==> src/rtl/amo_controller.sv <==
// amo_controller: RV32A sequencer. Runs LR.W / SC.W / AMO*.W as a read-modify-write
// sequence on one req/gnt/rvalid data-memory port and holds the LR/SC reservation.
// Ports:
//   clk, rst_n                    clock, async active-low reset
//   start, amo_op, rs1_val,       issue pulse (sampled in IDLE), one-hot op, word address,
//   rs2_val, rd_in                operand value, destination index
//   busy, done, illegal           status; done is a one-cycle pulse, illegal valid with done
//   rd_we, rd_waddr, rd_wdata     write-back to rd, valid with done
//   mem_req, mem_we, mem_addr,    memory request channel (held stable until gnt)
//   mem_wdata, mem_gnt
//   mem_rvalid, mem_rdata         read data / write ack
//   snoop_we, snoop_addr          store by another agent, clears a matching reservation
module amo_controller #(
   parameter int unsigned XLEN     = 32,
   parameter int unsigned RES_GRAN = 2
) (
   input  logic            clk,
   input  logic            rst_n,
   input  logic            start,
   input  logic [8:0]      amo_op,
   input  logic [XLEN-1:0] rs1_val,
   input  logic [XLEN-1:0] rs2_val,
   input  logic [4:0]      rd_in,
   output logic            busy,
   output logic            done,
   output logic            illegal,
   output logic            rd_we,
   output logic [4:0]      rd_waddr,
   output logic [XLEN-1:0] rd_wdata,
   output logic            mem_req,
   output logic            mem_we,
   output logic [XLEN-1:0] mem_addr,
   output logic [XLEN-1:0] mem_wdata,
   input  logic            mem_gnt,
   input  logic            mem_rvalid,
   input  logic [XLEN-1:0] mem_rdata,
   input  logic            snoop_we,
   input  logic [XLEN-1:0] snoop_addr
);

   localparam int unsigned OP_W    = 9;
   localparam int unsigned GRAN_W  = XLEN - RES_GRAN;
   localparam int unsigned OP_LR   = 0;
   localparam int unsigned OP_SC   = 1;
   localparam int unsigned OP_SWAP = 2;
   localparam int unsigned OP_ADD  = 3;
   localparam int unsigned OP_AND  = 4;
   localparam int unsigned OP_OR   = 5;
   localparam int unsigned OP_XOR  = 6;
   localparam int unsigned OP_MAX  = 7;
   localparam int unsigned OP_MIN  = 8;

   typedef enum logic [2:0] {
      IDLE  = 3'd0,
      RREQ  = 3'd1,
      RRESP = 3'd2,
      WREQ  = 3'd3,
      WRESP = 3'd4,
      DONE  = 3'd5
   } state_t;

   state_t            state;
   logic [OP_W-1:0]   op_q;
   logic [GRAN_W-1:0] addr_gran_q;
   logic [XLEN-1:0]   rs2_q;
   logic [XLEN-1:0]   result_q;
   logic [4:0]        rd_q;
   logic              res_valid;
   logic [GRAN_W-1:0] res_addr;

   logic [GRAN_W-1:0] rs1_gran_c;
   logic [GRAN_W-1:0] snoop_gran_c;
   logic              illegal_c;
   logic              sc_pass_c;
   logic              snoop_res_hit_c;
   logic              snoop_lr_hit_c;
   logic [XLEN-1:0]   amo_new_c;
   logic              unused_snoop_lsb_c;

   // Granule views and accept-time decisions
   assign rs1_gran_c      = rs1_val[XLEN-1:RES_GRAN];
   assign snoop_gran_c    = snoop_addr[XLEN-1:RES_GRAN];
   assign illegal_c       = (amo_op == '0) || ((amo_op & (amo_op - OP_W'(1))) != '0)
                            || (rs1_val[1:0] != 2'b00);
   assign snoop_res_hit_c = snoop_we && (snoop_gran_c == res_addr);
   assign snoop_lr_hit_c  = snoop_we && (snoop_gran_c == addr_gran_q);
   // A snoop to the SC address in the accept cycle kills the SC
   assign sc_pass_c       = res_valid && (res_addr == rs1_gran_c)
                            && !(snoop_we && (snoop_gran_c == rs1_gran_c));
   assign unused_snoop_lsb_c = ^snoop_addr[RES_GRAN-1:0];

   // New memory value for the AMO write, from the old value arriving on rvalid
   always_comb begin
      amo_new_c = rs2_q;
      if (op_q[OP_SWAP])     amo_new_c = rs2_q;
      else if (op_q[OP_ADD]) amo_new_c = mem_rdata + rs2_q;
      else if (op_q[OP_AND]) amo_new_c = mem_rdata & rs2_q;
      else if (op_q[OP_OR])  amo_new_c = mem_rdata | rs2_q;
      else if (op_q[OP_XOR]) amo_new_c = mem_rdata ^ rs2_q;
      else if (op_q[OP_MAX]) amo_new_c = ($signed(mem_rdata) > $signed(rs2_q)) ? mem_rdata : rs2_q;
      else if (op_q[OP_MIN]) amo_new_c = ($signed(mem_rdata) < $signed(rs2_q)) ? mem_rdata : rs2_q;
   end

   // Sequencer, reservation and registered outputs
   always_ff @(posedge clk or negedge rst_n) begin
      if (!rst_n) begin
         state       <= IDLE;
         op_q        <= '0;
         addr_gran_q <= '0;
         rs2_q       <= '0;
         result_q    <= '0;
         rd_q        <= '0;
         res_valid   <= 1'b0;
         res_addr    <= '0;
         busy        <= 1'b0;
         done        <= 1'b0;
         illegal     <= 1'b0;
         rd_we       <= 1'b0;
         rd_waddr    <= '0;
         rd_wdata    <= '0;
         mem_req     <= 1'b0;
         mem_we      <= 1'b0;
         mem_addr    <= '0;
         mem_wdata   <= '0;
      end else begin
         done    <= 1'b0;
         illegal <= 1'b0;
         rd_we   <= 1'b0;
         if (snoop_res_hit_c) res_valid <= 1'b0;

         unique case (state)
            IDLE: begin
               if (start) begin
                  op_q        <= amo_op;
                  addr_gran_q <= rs1_gran_c;
                  rs2_q       <= rs2_val;
                  rd_q        <= rd_in;
                  busy        <= 1'b1;
                  if (illegal_c) begin
                     state    <= DONE;
                     done     <= 1'b1;
                     illegal  <= 1'b1;
                     rd_waddr <= rd_in;
                     rd_wdata <= '0;
                  end else if (amo_op[OP_SC]) begin
                     res_valid <= 1'b0;
                     if (sc_pass_c) begin
                        state     <= WREQ;
                        result_q  <= '0;
                        mem_req   <= 1'b1;
                        mem_we    <= 1'b1;
                        mem_addr  <= rs1_val;
                        mem_wdata <= rs2_val;
                     end else begin
                        state    <= DONE;
                        done     <= 1'b1;
                        rd_we    <= (rd_in != 5'd0);
                        rd_waddr <= rd_in;
                        rd_wdata <= XLEN'(1);
                     end
                  end else begin
                     state     <= RREQ;
                     mem_req   <= 1'b1;
                     mem_we    <= 1'b0;
                     mem_addr  <= rs1_val;
                     mem_wdata <= '0;
                  end
               end
            end
            RREQ: begin
               if (mem_gnt) begin
                  state   <= RRESP;
                  mem_req <= 1'b0;
               end
            end
            RRESP: begin
               if (mem_rvalid) begin
                  if (op_q[OP_LR]) begin
                     // Same-cycle snoop to the LR granule wins over the set
                     res_valid <= !snoop_lr_hit_c;
                     res_addr  <= addr_gran_q;
                     state     <= DONE;
                     done      <= 1'b1;
                     rd_we     <= (rd_q != 5'd0);
                     rd_waddr  <= rd_q;
                     rd_wdata  <= mem_rdata;
                  end else begin
                     result_q  <= mem_rdata;
                     state     <= WREQ;
                     mem_req   <= 1'b1;
                     mem_we    <= 1'b1;
                     mem_wdata <= amo_new_c;
                  end
               end
            end
            WREQ: begin
               if (mem_gnt) begin
                  state   <= WRESP;
                  mem_req <= 1'b0;
                  mem_we  <= 1'b0;
               end
            end
            WRESP: begin
               if (mem_rvalid) begin
                  if (!op_q[OP_SC] && (addr_gran_q == res_addr)) res_valid <= 1'b0;
                  state    <= DONE;
                  done     <= 1'b1;
                  rd_we    <= (rd_q != 5'd0);
                  rd_waddr <= rd_q;
                  rd_wdata <= result_q;
               end
            end
            DONE: begin
               state <= IDLE;
               busy  <= 1'b0;
            end
            default: begin
               state   <= IDLE;
               busy    <= 1'b0;
               mem_req <= 1'b0;
               mem_we  <= 1'b0;
            end
         endcase
      end
   end

endmodule

==> config.mk <==
export PLATFORM = sky130hd
export DESIGN_NAME = amo_controller
export DESIGN_NICKNAME = d
export VERILOG_FILES = /design/src/rtl/amo_controller.sv
export SDC_FILE = /design/constraint.sdc
export NUM_CORES = 1
export LEC_CHECK = 0
export ABC_CLOCK_PERIOD_IN_PS = 8260
export CAP_MARGIN = 20
export CORE_MARGIN = 2
export CORE_UTILIZATION = 60
export CTS_CLUSTER_SIZE = 16
export DETAILED_ROUTE_END_ITERATION = 7
export PLACE_DENSITY = 0.87
export SLEW_MARGIN = 20
export SYNTH_ARGS = -nofsm -noshare
export SYNTH_HDL_FRONTEND = slang
export SYNTH_SLANG_ARGS = --single-unit
==> constraint.sdc <==
create_clock -name clk -period 8.26 [get_ports clk]
set_input_delay 1.652 -clock clk [delete_from_list [all_inputs] [get_ports clk]]
set_output_delay 1.652 -clock clk [all_outputs]
set_load 0.05 [all_outputs]
==> impl_metrics.ini <==
[outcome]
outcome = finished, final reports clean

[layout]
final_nets = 2362
area_growth_pct = 21.9
drive_above_1_share_pct = 7.44
postLayoutCoreUtil_pct = 74.0
register_area_um2 = 6230
stdcell_area_um2 = 20400
num-fill-cells = 2081
multi_input_area_um2 = 9660

[drt]
drt-vias-per-instance = 6.42
dr_total_vias = 16200
wl_mm = 56.4
drc_errors = 0
first_iter_violations = 1821
dr.pass1.iters = 6
ant_nets = 0
post_drt_wl_per_cell_um = 22.4

[logic_synthesis]
synth_edf_count = 0
synthFlopType = dfrtp_1
async_flop_share_pct = 100
synth_fp_nets = 2182
postSynthCellCount = 1937
yosysSeqAreaShare_pct = 37.2
syn_avg_cell_area_um2 = 8.65
yosys.cell_types.count = 74
ys_seq_elements = 249
netlist_area_um2 = 16800
synth_warnings = 0

[timing]
fin_worst_skew_ps = 12.2
rsz0062_at_grt = false
finalCriticalPeriod_ps = 5190
tightest_slew_ps = 1190
setup-tns-final_ps = 0
hold_viol_final = 0
finalCritPeriodShare_pct = 62.8
fmax_mhz = 193
slew_violations = 0
maxSlewHeadroom_pct = 20.5
setup_viol = 0

[critical_path]
critPathMaxFanout = 30
startpoint_type = input pin
worst-path-buf-inv = 2
required_ps = 8680
path_cells = clkdlybuf4s50_1, inv_1, ha_1, nor4_1, nand4_1, nor2_1, o31ai_1, nand3_1, a21o_1, and2_4, o21ai_1, a2111oi_0, o31ai_1
cp.arrival_ps = 5610
crit_type = in2reg
crit_path_end_kind = register
cp_common_cell = o31ai_1
critPathTopFamily = simple AND/OR/NAND/NOR gates
slowest_delay_ps = 630
crit_slowest_cell = nor4_1

[floorplanning]
die_y_um = 171
initial_utilization_pct = 60.6
ios = 255
dieArea_um2 = 29300
die_w_um = 171
core.rowCount = 61
core_um2 = 27600

[clocking]
cts_resized = 0
numCtsBuffers = 28
cts_setup_buffers = 0
ctsHoldBuffers = 0
cts-root-buf = clkbuf_16
clk_latency_ps = 560
htree_levels = 1
clock_path_buffers = 3
cts_num_sinks = 249
clk_pin_slew_worst_paths_ps = 60
cts_tree = yes

[placed_design]
portBuffers = 252
place_hpwl_mm = 38.3
place.gp.congestion = 0.985
place_area_um2 = 19400

[power_and_ir_drop]
peakVddDrop_uv = 236
total_leakage_power_nw = 8.82
p_per_area_nw_per_um2 = 389

[global_routing]
grt_usage_pct = 38.0
grt_overflow = 0
grt_pass1_vias = 15800
grt_start_max_net_pins = 137
antenna_found_initial = 5
grt_first_pass_wirelength_mm = 86.9

[flow_run]
drv_cap = 0

[hold_path]
hp-class = reg2reg
## synthesized netlist by cell type, types with 7 or more instances
library cell | count | area share (%)
or4_1 | 7 | 0.31
mux2i_1 | 12 | 0.72
nor3_1 | 42 | 1.3
o31ai_1 | 43 | 1.9
o211ai_1 | 13 | 0.58
buf_2 | 25 | 0.75
nor2_1 | 109 | 2.4
a21o_1 | 17 | 0.76
o21bai_1 | 22 | 0.99
nor4_1 | 21 | 0.78
nand2b_1 | 11 | 0.41
o21ai_0 | 125 | 3.7
nand4_1 | 35 | 1.3
a22oi_1 | 35 | 1.6
a31oi_1 | 16 | 0.60
a21oi_1 | 158 | 4.7
nor2b_1 | 13 | 0.49
xor2_1 | 44 | 2.3
o21a_1 | 7 | 0.31
inv_1 | 96 | 2.2
o221ai_1 | 21 | 1.1
clkbuf_1 | 85 | 1.9
buf_4 | 7 | 0.31
nand2_1 | 282 | 6.3
ha_1 | 96 | 7.2
xnor2_1 | 126 | 6.6
nand3_1 | 38 | 1.1
mux2_2 | 61 | 4.1
a211oi_1 | 24 | 1.1
dfrtp_1 | 249 | 37
## cells in the final DEF (no fill, tap or decap), types with 5 or more instances in the layout
cell type / n
or3_1: 6
nor4_1: 20
nand3_1: 38
nor2b_1: 13
o2111ai_1: 5
a2111oi_0: 5
a22oi_1: 35
xor2_1: 44
xnor2_1: 126
buf_4: 20
a21oi_1: 158
a21o_1: 17
o21bai_1: 22
o31ai_1: 43
nand4_1: 35
o211ai_1: 13
nand2_1: 280
o21ai_0: 125
mux2_2: 61
or4_1: 7
a211oi_1: 24
clkbuf_16: 29
o21a_1: 7
dfrtp_1: 249
clkbuf_8: 9
o221ai_1: 21
nand2b_1: 11
mux2i_1: 12
ha_1: 96
nor3_1: 40
and3_1: 5
a221oi_1: 6
clkdlybuf4s50_1: 251
nor2_1: 108
a31oi_1: 16
inv_1: 96
## flip-flops by register name, summed over array words and instances (netlist names)
register / flops
addr_gran_q: 30
busy: 1
done: 1
illegal: 1
mem_addr: 32
mem_req: 1
mem_wdata: 32
mem_we: 1
op_q: 9
rd_q: 5
rd_waddr: 5
rd_wdata: 32
rd_we: 1
res_addr: 30
res_valid: 1
result_q: 32
rs2_q: 32
state: 3
## worst min-delay path, cell delays in order (launching register included)
cell     delay [ps]
dfrtp_1         340
nand2_1          50
o31ai_1          50
## where the power goes
part	internal (mW)	switching (mW)	total (mW)
Sequential	1.65	0.475	2.13
Clock	0.812	0.537	1.35
Combinational	1.59	2.88	4.46
## cell type report
| cell class | count | area share [%] |
|---|---|---|
| well taps | 378 | 2.31 |
| clock inverters | 10 | 0.667 |
| clock buffers | 41 | 4.21 |
| repair buffers | 274 | 13.3 |
| flip-flops and latches | 249 | 30.5 |
| diodes | 1 | 0.0122 |
| inverters | 96 | 1.76 |
| multi-input cells | 1468 | 47.3 |
## kinds of logic (layout without fill, tap and decap cells)
| kind of cell | count (synthesis) | count (layout) | share of synthesized area [%] |
|---|---|---|---|
| AND/OR/NAND/NOR | 586 | 586 | 15.7 |
| AO/OA/AOI/OAI | 541 | 541 | 20.6 |
| flip-flops | 249 | 249 | 37.2 |
| buffers and inverters | 220 | 421 | 5.45 |
| XOR/XNOR | 170 | 170 | 8.89 |
| adder cells (fa/ha/maj) | 98 | 98 | 7.35 |
| multiplexers | 73 | 73 | 4.82 |
| other | 0 | 1 | 0 |
## metrics by stage
stage | total power [mW] | setup slack [ps] | hold slack [ps] | instances
floorplan | 5.12 | 4130 | 437 | 1937
global placement | 6.29 | 2740 | 450 | 2465
detailed placement | 6.44 | 2700 | 466 | 2465
CTS | 7.82 | 3240 | 482 | 2516
global route | 8.36 | 2850 | 505 | 2516
finish | 7.94 | 3070 | 483 | 2517
## per-layer routing
metal  routed length, um  track usage [%]  part of all wire [%]
met1               21700             49.7                    38
met2               26200             62.1                    46
met3                5940             7.49                    11
met4                2500             15.3                   4.4
met5                  61                0                  0.11
## final timing paths
| kind | startpoint | to | slack [ps] | depth (start not counted) |
|---|---|---|---|---|
| max in group asynchronous | rst_n | addr_gran_q[18] | 5880 | 2 |
| worst max register to register | rs2_q[29] | mem_wdata[13] | 4440 | 12 |
| worst min-delay path | result_q[30] | result_q[30] | 480 | 2 |
| worst min register to register | result_q[30] | result_q[30] | 480 | 2 |
| min in group asynchronous | rst_n | result_q[18] | 1120 | 1 |
| worst max-delay path | mem_rdata[29] | mem_wdata[13] | 3070 | 13 |
Power figures use the tool's default switching activity.
